$ cat src/rtl/id_ex_stage.sv
// ID/EX pipeline register for the 5-stage MIPS core.
// Latches the decoded control bundle, operands, immediate and register
// addresses for EX. It also detects load-use hazards against the
// instruction in ID. On a hazard it inserts one bubble and freezes PC and
// IF/ID. A redirect flush squashes the incoming instruction, and a
// downstream hold freezes the whole stage. A saturating counter records
// every bubble that is actually inserted.

module id_ex_stage #(
    parameter int DATA_W = 32,
    parameter int REG_AW = 5,
    parameter int CNT_W  = 16
) (
    input  logic              clk_i,
    input  logic              rst_i,

    // decoded control from ID
    input  logic              RegDst_i,
    input  logic              ALUSrc_i,
    input  logic              MemtoReg_i,
    input  logic              RegWrite_i,
    input  logic              MemWrite_i,
    input  logic              MemRead_i,
    input  logic [1:0]        ALUOp_i,

    // operands, immediate and register addresses from ID
    input  logic [DATA_W-1:0] RSdata_i,
    input  logic [DATA_W-1:0] RTdata_i,
    input  logic [DATA_W-1:0] Imm_i,
    input  logic [REG_AW-1:0] RSaddr_i,
    input  logic [REG_AW-1:0] RTaddr_i,
    input  logic [REG_AW-1:0] RDaddr_i,

    // pipeline steering
    input  logic              flush_i,
    input  logic              hold_i,

    // registered control toward EX
    output logic              RegDst_o,
    output logic              ALUSrc_o,
    output logic              MemtoReg_o,
    output logic              RegWrite_o,
    output logic              MemWrite_o,
    output logic              MemRead_o,
    output logic [1:0]        ALUOp_o,

    // registered data and addresses toward EX
    output logic [DATA_W-1:0] RSdata_o,
    output logic [DATA_W-1:0] RTdata_o,
    output logic [DATA_W-1:0] Imm_o,
    output logic [REG_AW-1:0] RSaddr_o,
    output logic [REG_AW-1:0] RTaddr_o,
    output logic [REG_AW-1:0] RDaddr_o,

    // status and hazard outputs
    output logic              valid_o,
    output logic              stall_o,
    output logic              PCWrite_o,
    output logic              IFIDWrite_o,
    output logic [CNT_W-1:0]  bubble_cnt_o
);

    localparam logic [CNT_W-1:0] CNT_MAX = {CNT_W{1'b1}};
    localparam logic [CNT_W-1:0] CNT_ONE = {{(CNT_W-1){1'b0}}, 1'b1};
    localparam logic [REG_AW-1:0] REG_ZERO = '0;

    logic load_hits_rs;
    logic load_hits_rt;
    logic load_in_ex;
    logic update_en;
    logic clear_ctrl;
    logic take_bubble;
    logic cnt_saturated;

    // The load in EX writes RTaddr_o. Both ID source fields are compared
    // whatever the instruction type, which is conservative. Register $0 can
    // never create a dependency, so it is excluded.
    assign load_in_ex   = MemRead_o & valid_o & (RTaddr_o != REG_ZERO);
    assign load_hits_rs = (RTaddr_o == RSaddr_i);
    assign load_hits_rt = (RTaddr_o == RTaddr_i);
    assign stall_o      = ~rst_i & load_in_ex & (load_hits_rs | load_hits_rt);

    // PC and IF/ID advance only when neither a bubble nor a downstream hold
    // is pending. They stay enabled while reset is asserted.
    assign PCWrite_o   = rst_i | ~(stall_o | hold_i);
    assign IFIDWrite_o = rst_i | ~(stall_o | hold_i);

    // A flush always updates the stage, even during a hold. Otherwise a hold
    // freezes everything. Flush and bubble both zero the control bundle.
    assign update_en     = flush_i | ~hold_i;
    assign clear_ctrl    = flush_i | stall_o;
    assign take_bubble   = ~flush_i & ~hold_i & stall_o;
    assign cnt_saturated = (bubble_cnt_o == CNT_MAX);

    // Control bundle: load from ID, or clear it to form a bubble or squash.
    always_ff @(posedge clk_i or posedge rst_i) begin
        if (rst_i) begin
            RegDst_o   <= 1'b0;
            ALUSrc_o   <= 1'b0;
            MemtoReg_o <= 1'b0;
            RegWrite_o <= 1'b0;
            MemWrite_o <= 1'b0;
            MemRead_o  <= 1'b0;
            ALUOp_o    <= 2'b00;
        end else if (update_en) begin
            if (clear_ctrl) begin
                RegDst_o   <= 1'b0;
                ALUSrc_o   <= 1'b0;
                MemtoReg_o <= 1'b0;
                RegWrite_o <= 1'b0;
                MemWrite_o <= 1'b0;
                MemRead_o  <= 1'b0;
                ALUOp_o    <= 2'b00;
            end else begin
                RegDst_o   <= RegDst_i;
                ALUSrc_o   <= ALUSrc_i;
                MemtoReg_o <= MemtoReg_i;
                RegWrite_o <= RegWrite_i;
                MemWrite_o <= MemWrite_i;
                MemRead_o  <= MemRead_i;
                ALUOp_o    <= ALUOp_i;
            end
        end
    end

    // Data and address fields follow ID whenever the stage updates. Their
    // contents do not matter while the controls are cleared.
    always_ff @(posedge clk_i or posedge rst_i) begin
        if (rst_i) begin
            RSdata_o <= '0;
            RTdata_o <= '0;
            Imm_o    <= '0;
            RSaddr_o <= '0;
            RTaddr_o <= '0;
            RDaddr_o <= '0;
        end else if (update_en) begin
            RSdata_o <= RSdata_i;
            RTdata_o <= RTdata_i;
            Imm_o    <= Imm_i;
            RSaddr_o <= RSaddr_i;
            RTaddr_o <= RTaddr_i;
            RDaddr_o <= RDaddr_i;
        end
    end

    // EX holds a real instruction only after a normal load.
    always_ff @(posedge clk_i or posedge rst_i) begin
        if (rst_i) begin
            valid_o <= 1'b0;
        end else if (update_en) begin
            valid_o <= ~clear_ctrl;
        end
    end

    // Count only bubbles that are really inserted. The count sticks at the
    // maximum instead of wrapping.
    always_ff @(posedge clk_i or posedge rst_i) begin
        if (rst_i) begin
            bubble_cnt_o <= '0;
        end else if (take_bubble && !cnt_saturated) begin
            bubble_cnt_o <= bubble_cnt_o + CNT_ONE;
        end
    end

endmodule

$ cat config.mk
export PLATFORM = sky130hd
export DESIGN_NAME = id_ex_stage
export DESIGN_NICKNAME = d
export VERILOG_FILES = /design/src/rtl/id_ex_stage.sv
export SDC_FILE = /design/constraint.sdc
export NUM_CORES = 1
export LEC_CHECK = 0
export ABC_AREA = 1
export CAP_MARGIN = 30
export CORE_ASPECT_RATIO = 0.5
export CORE_MARGIN = 2
export CORE_UTILIZATION = 34
export DETAILED_ROUTE_END_ITERATION = 16
export PLACE_DENSITY = 0.74
export SETUP_SLACK_MARGIN = 0.2
export SYNTH_ARGS = -nofsm -noshare
export SYNTH_HDL_FRONTEND = slang
export SYNTH_SLANG_ARGS = --single-unit
$ cat constraint.sdc
create_clock -name clk_i -period 7.2 [get_ports clk_i]
set_input_delay 1.44 -clock clk_i [delete_from_list [all_inputs] [get_ports clk_i]]
set_output_delay 1.44 -clock clk_i [all_outputs]
set_load 0.05 [all_outputs]
# Word-level counts from Yosys, hierarchy flattened
# Index checks and enable logic that the tools add are counted.
[op_classes] addsub=1 mul=0 div_mod_pow=0 order_cmp=0 eq_ne=3 n_shift=0 n_mux=7 bitwise_logic=16 reduce_logical=3
[ops] operator="$add 16x1->16 const B" n=1
[ops] operator="$eq 16x16->1 const B" n=1
[ops] operator="$eq 5x5->1" n=2
[ops] operator="$and 1x1->1" n=6
[ops] operator="$mux 1" n=6
[ops] operator="$not 1->1" n=5
[ops] operator="$or 1x1->1" n=5
[ops] operator="$reduce_bool 5->1" n=1
[ops] operator="$mux 2" n=1
[ops] operator="$logic_and 1x1->1" n=1
[ops] operator="$logic_not 1->1" n=1
[totals] regBits=136 latch_bits=0 mem_bits_rw=0 mem_bits_ro=0 out_inout_bits=139 mem_count=0

# Logic depth before layout (Yosys ltp)
# Gate-level depths: netlist of run 1.
[depth] ltp_word=7 ltp_mapped=11 depth_no_buf=10

# Least setup slack after synthesis of run 1
# OpenSTA, ideal clock, no wires.
[synth_timing] kind="input port to output port" start="input rst_i" end="output PCWrite_o" arrival_ns=6.760 slack_ns=-1.000 cell_stages=3 n_path_buf=1 path_cell_list="inv_1 > o21ai_0 > buf_4"
[synth_via] elab_chain_cells=6
[synth_rtl] element="from (decl)" line_no="15" text="input logic rst_i,"
[synth_rtl] element="$not 1->1" line_no="81" text="assign stall_o = ~rst_i & load_in_ex & (load_hits_rs | load_hits_rt);"
[synth_rtl] element="$and 1x1->1 (2 in series)" line_no="81"
[synth_rtl] element="$or 1x1->1"
[synth_rtl] element="$not 1->1"
[synth_rtl] element="$or 1x1->1 (*)"
[synth_rtl] element="to (decl)" line_no="58" text="output logic PCWrite_o,"
# Every way passes the cells marked *; elsewhere a longest branch is shown, timed or not.

# Final worst setup path of run 1
[layout_timing] start="input RTaddr_i[0]" end="output PCWrite_o"
[layout_via] elab_chain_cells=6
[layout_rtl] element="from (decl)" line_no="31" text="input logic [REG_AW-1:0] RTaddr_i,"
[layout_rtl] element="$eq 5x5->1" line_no="80" text="assign load_hits_rt = (RTaddr_o == RTaddr_i);"
[layout_rtl] element="$or 1x1->1" line_no="81"
[layout_rtl] element="$and 1x1->1" line_no="81"
[layout_rtl] element="$or 1x1->1" line_no="85" text="assign PCWrite_o = rst_i | ~(stall_o | hold_i);"
[layout_rtl] element="$not 1->1" line_no="85"
[layout_rtl] element="$or 1x1->1" line_no="85"
# Every way passes these cells.

==> metrics.md, run 1 <==
| Metric | Value |
|---|---|
| WL met1 | `7120 um` |
| DRT Wirelength | `17100 um` |
| Most frequent cells in the layout | `nand2_1, clkdlybuf4s50_1, dfrtp_1, inv_1, clkbuf_16` |
| I/O Pins | `262` |
| Via count | `5169` |
| Max-Cap Viols | `0` |
| DR top layer | `met4` |
| First-pass DRT Iterations | `6` |
| Die area | `0.0179 mm^2` |
| Clock transition at path regs | `0.06 ns` |
| Largest delay contributor family on the critical path | `buffers and inverters` |
| Fill cells | `1506` |
| Fraction of layout cells with a size suffix above 1 | `5.55%` |
| Core Region | `0.0164 mm^2` |
| Startpoint types | `input port` |
| Max Fanout on Critical Path | `10` |
| Vias in the first global route | `5119` |
| Syn nets | `809` |
| Setup_tns | `0 ns` |
| Initial core utilization | `34.8%` |
| Most common cell after layout, fill and taps aside | `nand2_1` |
| Buf/Inv on CP | `3` |
| Clock Path Buffers | `2` |
| Drt drc | `0` |
| HP Class | `reg -> reg` |
| FF-to-FF setup slack | `5.40 ns` |
| Antenna cell count | `0` |
| Endpoints failing hold | `0` |
| Total track usage | `18.7%` |
| #FFs+latches synth | `136` |
| Die width | `187 um` |
| CP max stage cell | `clkdlybuf4s50_1` |
| Critical Path End Type | `output pin` |
| Total gr overflow | `0` |
| Number of nets in the layout | `1066` |
| First-pass GRT wire length | `26400 um` |
| Synth top area share | `59.7%` |
| Area delta synth->final | `60.5%` |
| Period utilization | `70.7%` |
| Post-synthesis adder-cell area fraction | `0.219%` |
| RSZ-0062 raised after global routing | `no` |
| Die Y | `95.6 um` |
| Via/cell ratio | `4.37` |
| Routed met3 length | `496 um` |
| Fmax | `197 MHz` |
| Crit path to | `PCWrite_o` |
| Mean post-synth cell area | `8.32 um^2` |
| Number of post-CTS setup repair buffers | `0` |
| # H-tree levels | `4` |
| Instance count on the critical path | `10` |
| Per-cell routed wire length | `14.5 um` |
| Sequential share of the synthesized area | `59.7%` |
| Hold_ws | `0.477 ns` |
| IO buf count | `261` |
| Reg2Reg Depth | `10` |
| Num CTS Buffers | `17` |
| Shortest period the worst path allows | `5.09 ns` |
| Initial antenna violation count | `0` |
| Cell area after synthesis | `0.00570 mm^2` |
| Worst Path Arrival | `3.65 ns` |
| Reg2reg end | `bubble_cnt_o[15]` |
| Total power | `2.29 mW` |
| Combinational family with the most area after synthesis | `simple AND/OR/NAND/NOR gates` |
| Synth Warn # | `0` |
| Required @ worst endpoint | `5.76 ns` |
| Final setup fails | `0` |
| Lkg Pwr | `4.46 nW` |
| Relative slew slack | `36.9%` |
| Post-Synth Simple-Gate Area | `32.3%` |
| Cells after synthesis | `685` |
| Slew @ Worst Pin | `0.946 ns` |
| Outcome | `complete, no violations` |
| Critical path, cell by cell | `clkdlybuf4s50_1 -> nor2_1 -> nor2_1 -> nor2_2 -> nand3_2 -> nand2_4 -> nand2_2 -> inv_1 -> o21ai_0 -> clkdlybuf4s50_1` |
| Cell area power density | `250 mW/mm^2` |
| Pin count of the biggest net entering global routing | `75` |
| IR drop worst, VDD | `0.182 mV` |
| Dpl hpwl | `12400 um` |
| Placer Congestion | `0.796` |
| CTS tree | `done` |
| Proportion of synthesized area in mux cells | `0%` |
| PostCTS Resize Cnt | `0` |
| Hold-fix buffers at CTS | `0` |
| # clock sinks | `136` |
| Ranking of synthesized cells by area | `dfrtp_1, nand2_1, inv_1, nand3_1, xor2_1` |
| Xor/xnor cell area share of the yosys netlist | `2.46%` |
| Max Slew Vio Count | `0` |
| Number of routed nets with antenna violations | `0` |
| Compound-Gate Fraction of Synth Area | `0.966%` |
| RR Startpoint | `RTaddr_o[1]` |
| Routed length on met2 | `9200 um` |
| Pre-CTS WS | `2.08 ns` |
| Worst path max stage delay | `0.85 ns` |
| Synth area leader | `dfrtp_1` |
| Final worst slack | `2.11 ns` |
| Crit Path Class | `in -> out` |
| Skew final | `0.0136 ns` |
| # rows | `33` |
| CP Launch Point | `RTaddr_i[0]` |
| Clock root buffer | `clkbuf_16` |
| Unique masters post-synth | `24` |
| Clk_lat worst skew | `0.40 ns` |
| Initial DRC count | `288` |
==> per-stage QoR <==
| stage | instance area [um^2] | util (%) | std cells |
|---|---|---|---|
| after floorplan | 5700 | - | 685 |
| after global placement | 8510 | 51.9 | 1150 |
| after detailed placement | 8510 | 51.9 | 1150 |
| after CTS | 9150 | 55.8 | 1182 |
| after global routing | 9150 | 55.8 | 1182 |
| final | 9150 | 55.8 | 1182 |
==> cells in the mapped netlist <==
cell type and n:
nand3_4 1, buf_2 13, nand3_2 2, nor2_4 1
buf_6 1, xor2_1 9, nor2_1 14, xnor2_1 7
o21ai_0 11, nand4_4 1, ha_1 1, buf_4 1
nand4_1 3, nand3_1 16, nand2_2 1, clkbuf_1 13
inv_1 25, nand2_1 414, nor2_2 2, nand2_4 1
inv_2 6, nor3_1 4, dfrtp_1 136, nand3b_1 2
==> area by class of cell <==
| cell class | count | area, um^2 | share of cell area [%] |
|---|---|---|---|
| inverter | 31 | 120 | 1.31 |
| sequential | 136 | 3400 | 37.2 |
| tap | 227 | 284 | 3.10 |
| clock inverter | 13 | 193 | 2.11 |
| timing repair buffer | 266 | 2650 | 29.0 |
| multi-input combinational | 490 | 2060 | 22.5 |
| clock buffer | 19 | 443 | 4.84 |
==> power by group <==
group	leakage, nW	switching (mW)	internal [mW]	total, mW
Combinational	2.49	0.319	0.180	0.500
Sequential	1.67	0.0340	0.820	0.854
Clock	0.305	0.343	0.594	0.937
Total	4.46	0.696	1.59	2.29
==> logic make-up (layout without fill, tap and decap cells) <==
logic type / Yosys count / after routing
fa+ha+maj: 1 / 1
xor+xnor: 16 / 16
flops: 136 / 136
simple gates: 462 / 462
compound gates: 11 / 11
buf+inv: 59 / 329
==> worst register-to-register path: cells and delay by family (launching register included) <==
family,cells,cell delay [ns]
simple gates,9,1.19
buf+inv,1,0.09
flops,1,0.48
==> routing by layer <==
layer | global-route usage, % | up-vias
met2 | 35.2 | 113
met4 | 6.55 | 0
met3 | 3.31 | 24
met1 | 22.0 | 2446
li1 | - | 2586
met5 | 0 | -
==> worst min path at each step <==
stage | slack [ns] | cells after the start | endpoint | startpoint
final | 0.48 | 2 | RTdata_o[3] | RTdata_o[3]
after global routing | 0.49 | 2 | Imm_o[3] | Imm_o[3]
after CTS | 0.48 | 2 | RSdata_o[3] | RSdata_o[3]
after detailed placement | 0.46 | 2 | Imm_o[13] | Imm_o[13]
after global placement | 0.46 | 2 | RTdata_o[12] | RTdata_o[12]
after floorplan | 0.76 | 2 | Imm_o[0] | Imm_o[0]
==> registers in the layout, indices dropped and copies added, names as in the netlist, 2 cells and up <==
register / count
ALUOp_o: 2
RDaddr_o: 5
RTaddr_o: 5
RSaddr_o: 5
bubble_cnt_o: 16
RSdata_o: 32
Imm_o: 32
RTdata_o: 32
Power figures use the tool's default switching activity.
==> run 2, diff against run 1 <==
==> constraint.sdc (replaced) <==
create_clock -name clk_i -period 4.8 [get_ports clk_i]
set_input_delay 0.96 -clock clk_i [delete_from_list [all_inputs] [get_ports clk_i]]
set_output_delay 0.96 -clock clk_i [all_outputs]
set_load 0.05 [all_outputs]
==> metrics.md, run 2 (synthesized netlist as in run 1, its figures left out) <==
| Metric | Value |
|---|---|
| Outcome | `complete, no violations (unchanged)` |
| Largest delay contributor family on the critical path | `buffers and inverters (unchanged)` |
| Initial DRC count | `319 (was 288)` |
| Hold-fix buffers at CTS | `0 (unchanged)` |
| Buf/Inv on CP | `3 (unchanged)` |
| Met2 Use GR | `35.1% (was 35.2%)` |
| FF-to-FF setup slack | `3.06 ns (was 5.40 ns)` |
| Pin count of the biggest net entering global routing | `80 (was 75)` |
| First-pass GRT wire length | `26300 um (was 26400 um)` |
| Dpl hpwl | `12500 um (was 12400 um)` |
| Most frequent cells in the layout | `nand2_1, clkdlybuf4s50_1, dfrtp_1, inv_1, clkbuf_16 (unchanged)` |
| Crit Path Class | `in -> out (unchanged)` |
| Most common cell after layout, fill and taps aside | `nand2_1 (unchanged)` |
| Period utilization | `86.5%` |
| Final core occ | `56.0% (was 55.8%)` |
| Initial core utilization | `34.8% (unchanged)` |
| Per-cell routed wire length | `14.5 um (about the same)` |
| Critical path, cell by cell | `clkdlybuf4s50_1 -> nor2_1 -> nor2_1 -> nor2_2 -> nand3_2 -> nand2_4 -> nand2_2 -> inv_1 -> o21ai_0 -> clkdlybuf4s50_1 (unchanged)` |
| Num CTS Buffers | `17 (unchanged)` |
| # clock sinks | `136 (unchanged)` |
| CP max stage cell | `clkdlybuf4s50_1 (unchanged)` |
| PostCTS Resize Cnt | `0 (unchanged)` |
| Required @ worst endpoint | `3.84 ns (was 5.76 ns)` |
| Skew final | `0.0115 ns (was 0.0136 ns)` |
| RR Startpoint | `bubble_cnt_o[0] (was RTaddr_o[1])` |
| Vias in the first global route | `5106 (was 5119)` |
| Startpoint types | `input port (unchanged)` |
| Max-Cap Viols | `0 (unchanged)` |
| Origin of the worst min-delay path | `RSdata_o[28] (was RTdata_o[3])` |
| Total track usage | `18.8% (was 18.7%)` |
| Number of post-CTS setup repair buffers | `0 (unchanged)` |
| Endpoints failing hold | `0 (unchanged)` |
| Max Slew Vio Count | `0 (unchanged)` |
| Worst path max stage delay | `0.85 ns (about the same)` |
| Slew @ Worst Pin | `0.977 ns (was 0.946 ns)` |
| Number of routed nets with antenna violations | `0 (unchanged)` |
| I/O Pins | `262 (unchanged)` |
| HP Class | `reg -> reg (unchanged)` |
| Reg2Reg Depth | `8 (was 10)` |
| Placer Congestion | `0.794 (was 0.796)` |
| Max Fanout on Critical Path | `10 (unchanged)` |
| Clock Path Buffers | `2 (unchanged)` |
| Via count | `5203 (was 5169)` |
| Clock transition at path regs | `0.06 ns (about the same)` |
| Top flop regs | `Imm_o: 32 flops, RSdata_o: 32 flops, RTdata_o: 32 flops (unchanged)` |
| Worst Path Arrival | `3.19 ns (was 3.65 ns)` |
| Die Y | `95.6 um (unchanged)` |
| Initial antenna violation count | `0 (unchanged)` |
| Number of nets in the layout | `1067 (was 1066)` |
| Final worst slack | `0.649 ns (was 2.11 ns)` |
| Fmax | `241 MHz` |
| Via/cell ratio | `4.40 (was 4.37)` |
| Area delta synth->final | `61.0% (was 60.5%)` |
| Clk_lat worst skew | `0.40 ns (about the same)` |
| Reg2reg end | `bubble_cnt_o[4] (was bubble_cnt_o[15])` |
| Hold_ws | `0.477 ns (about the same)` |
| Drt drc | `0 (unchanged)` |
| GRT met3 Usage | `3.13% (was 3.31%)` |
| Die area | `0.0179 mm^2 (unchanged)` |
| Cell area power density | `374 mW/mm^2 (was 250 mW/mm^2)` |
| Core Region | `0.0164 mm^2 (unchanged)` |
| Total gr overflow | `0 (unchanged)` |
| RSZ-0062 raised after global routing | `no (unchanged)` |
| Lkg Pwr | `4.47 nW (was 4.46 nW)` |
| DRT Wirelength | `17200 um (was 17100 um)` |
| Die width | `187 um (unchanged)` |
| # H-tree levels | `4 (unchanged)` |
| IO buf count | `261 (unchanged)` |
| Fraction of layout cells with a size suffix above 1 | `5.65% (was 5.55%)` |
| Relative slew slack | `34.6% (was 36.9%)` |
| Hold Path End | `RSdata_o[28] (was RTdata_o[3])` |
| Antenna cell count | `0 (unchanged)` |
| Final setup fails | `0 (unchanged)` |
| Setup_tns | `0 ns (unchanged)` |
| Clock root buffer | `clkbuf_16 (unchanged)` |
| First-pass DRT Iterations | `4 (was 6)` |
| Pre-CTS WS | `0.634 ns (was 2.08 ns)` |
| Shortest period the worst path allows | `4.15 ns` |
| GRT Max-Usage Layer | `met2 (unchanged)` |
| Critical Path End Type | `output pin (unchanged)` |
| Fill cells | `1465 (was 1506)` |
| CTS tree | `done (unchanged)` |
| Hold Path Stages | `2 (unchanged)` |
| Met1 GRT Util | `21.6% (was 22.0%)` |
| Total power | `3.44 mW (was 2.29 mW)` |
| IR drop worst, VDD | `0.255 mV (was 0.182 mV)` |
| # rows | `33 (unchanged)` |
[run 2: worst reg2reg max path: cells and delay by family (launching register included)]
kind / cells / cell delay, ns
simple gates: 5 / 0.82
flops: 1 / 0.42
fa+ha+maj: 1 / 0.26
buf+inv: 2 / 0.18
[run 2: how the worst max path moves through the flow]
stage / from / endpoint / slack, ns / depth (start not counted)
final: RTaddr_i[0] / PCWrite_o / 0.65 / 10
after global routing: RTaddr_i[0] / PCWrite_o / 0.47 / 10
after floorplan: rst_i / PCWrite_o / -0.73 / 3
after CTS: RTaddr_i[0] / PCWrite_o / 0.64 / 10
after detailed placement: RTaddr_i[0] / PCWrite_o / 0.63 / 10
after global placement: RTaddr_i[0] / IFIDWrite_o / 0.71 / 10
[run 2: stage by stage]
stage	instance area, um^2	std cells
finish	9180	1183
global route	9180	1183
CTS	9180	1183
detailed placement	8550	1151
global placement	8530	1150
floorplan	5700	685
[run 2: report_power, final]
part,switching [mW],total [mW],internal [mW]
clock network,0.525,1.40,0.877
registers,0.0500,1.28,1.23
logic,0.481,0.755,0.274
[run 2: metal layers]
| metal | wire [um] | share of wire (%) |
|---|---|---|
| met4 | 481 | 2.8 |
| met5 | 0 | 0 |
| met1 | 6940 | 40 |
| met3 | 540 | 3.1 |
| met2 | 9240 | 54 |
[run 2: area by class of cell]
type	instances	area [um^2]	share of cell area, %
tap	227	284	3.09
clock buffer	18	429	4.68
multi-input combinational	490	2060	22.4
sequential	136	3400	37.1
clock inverter	14	196	2.14
timing repair buffer	267	2690	29.3
inverter	31	120	1.31
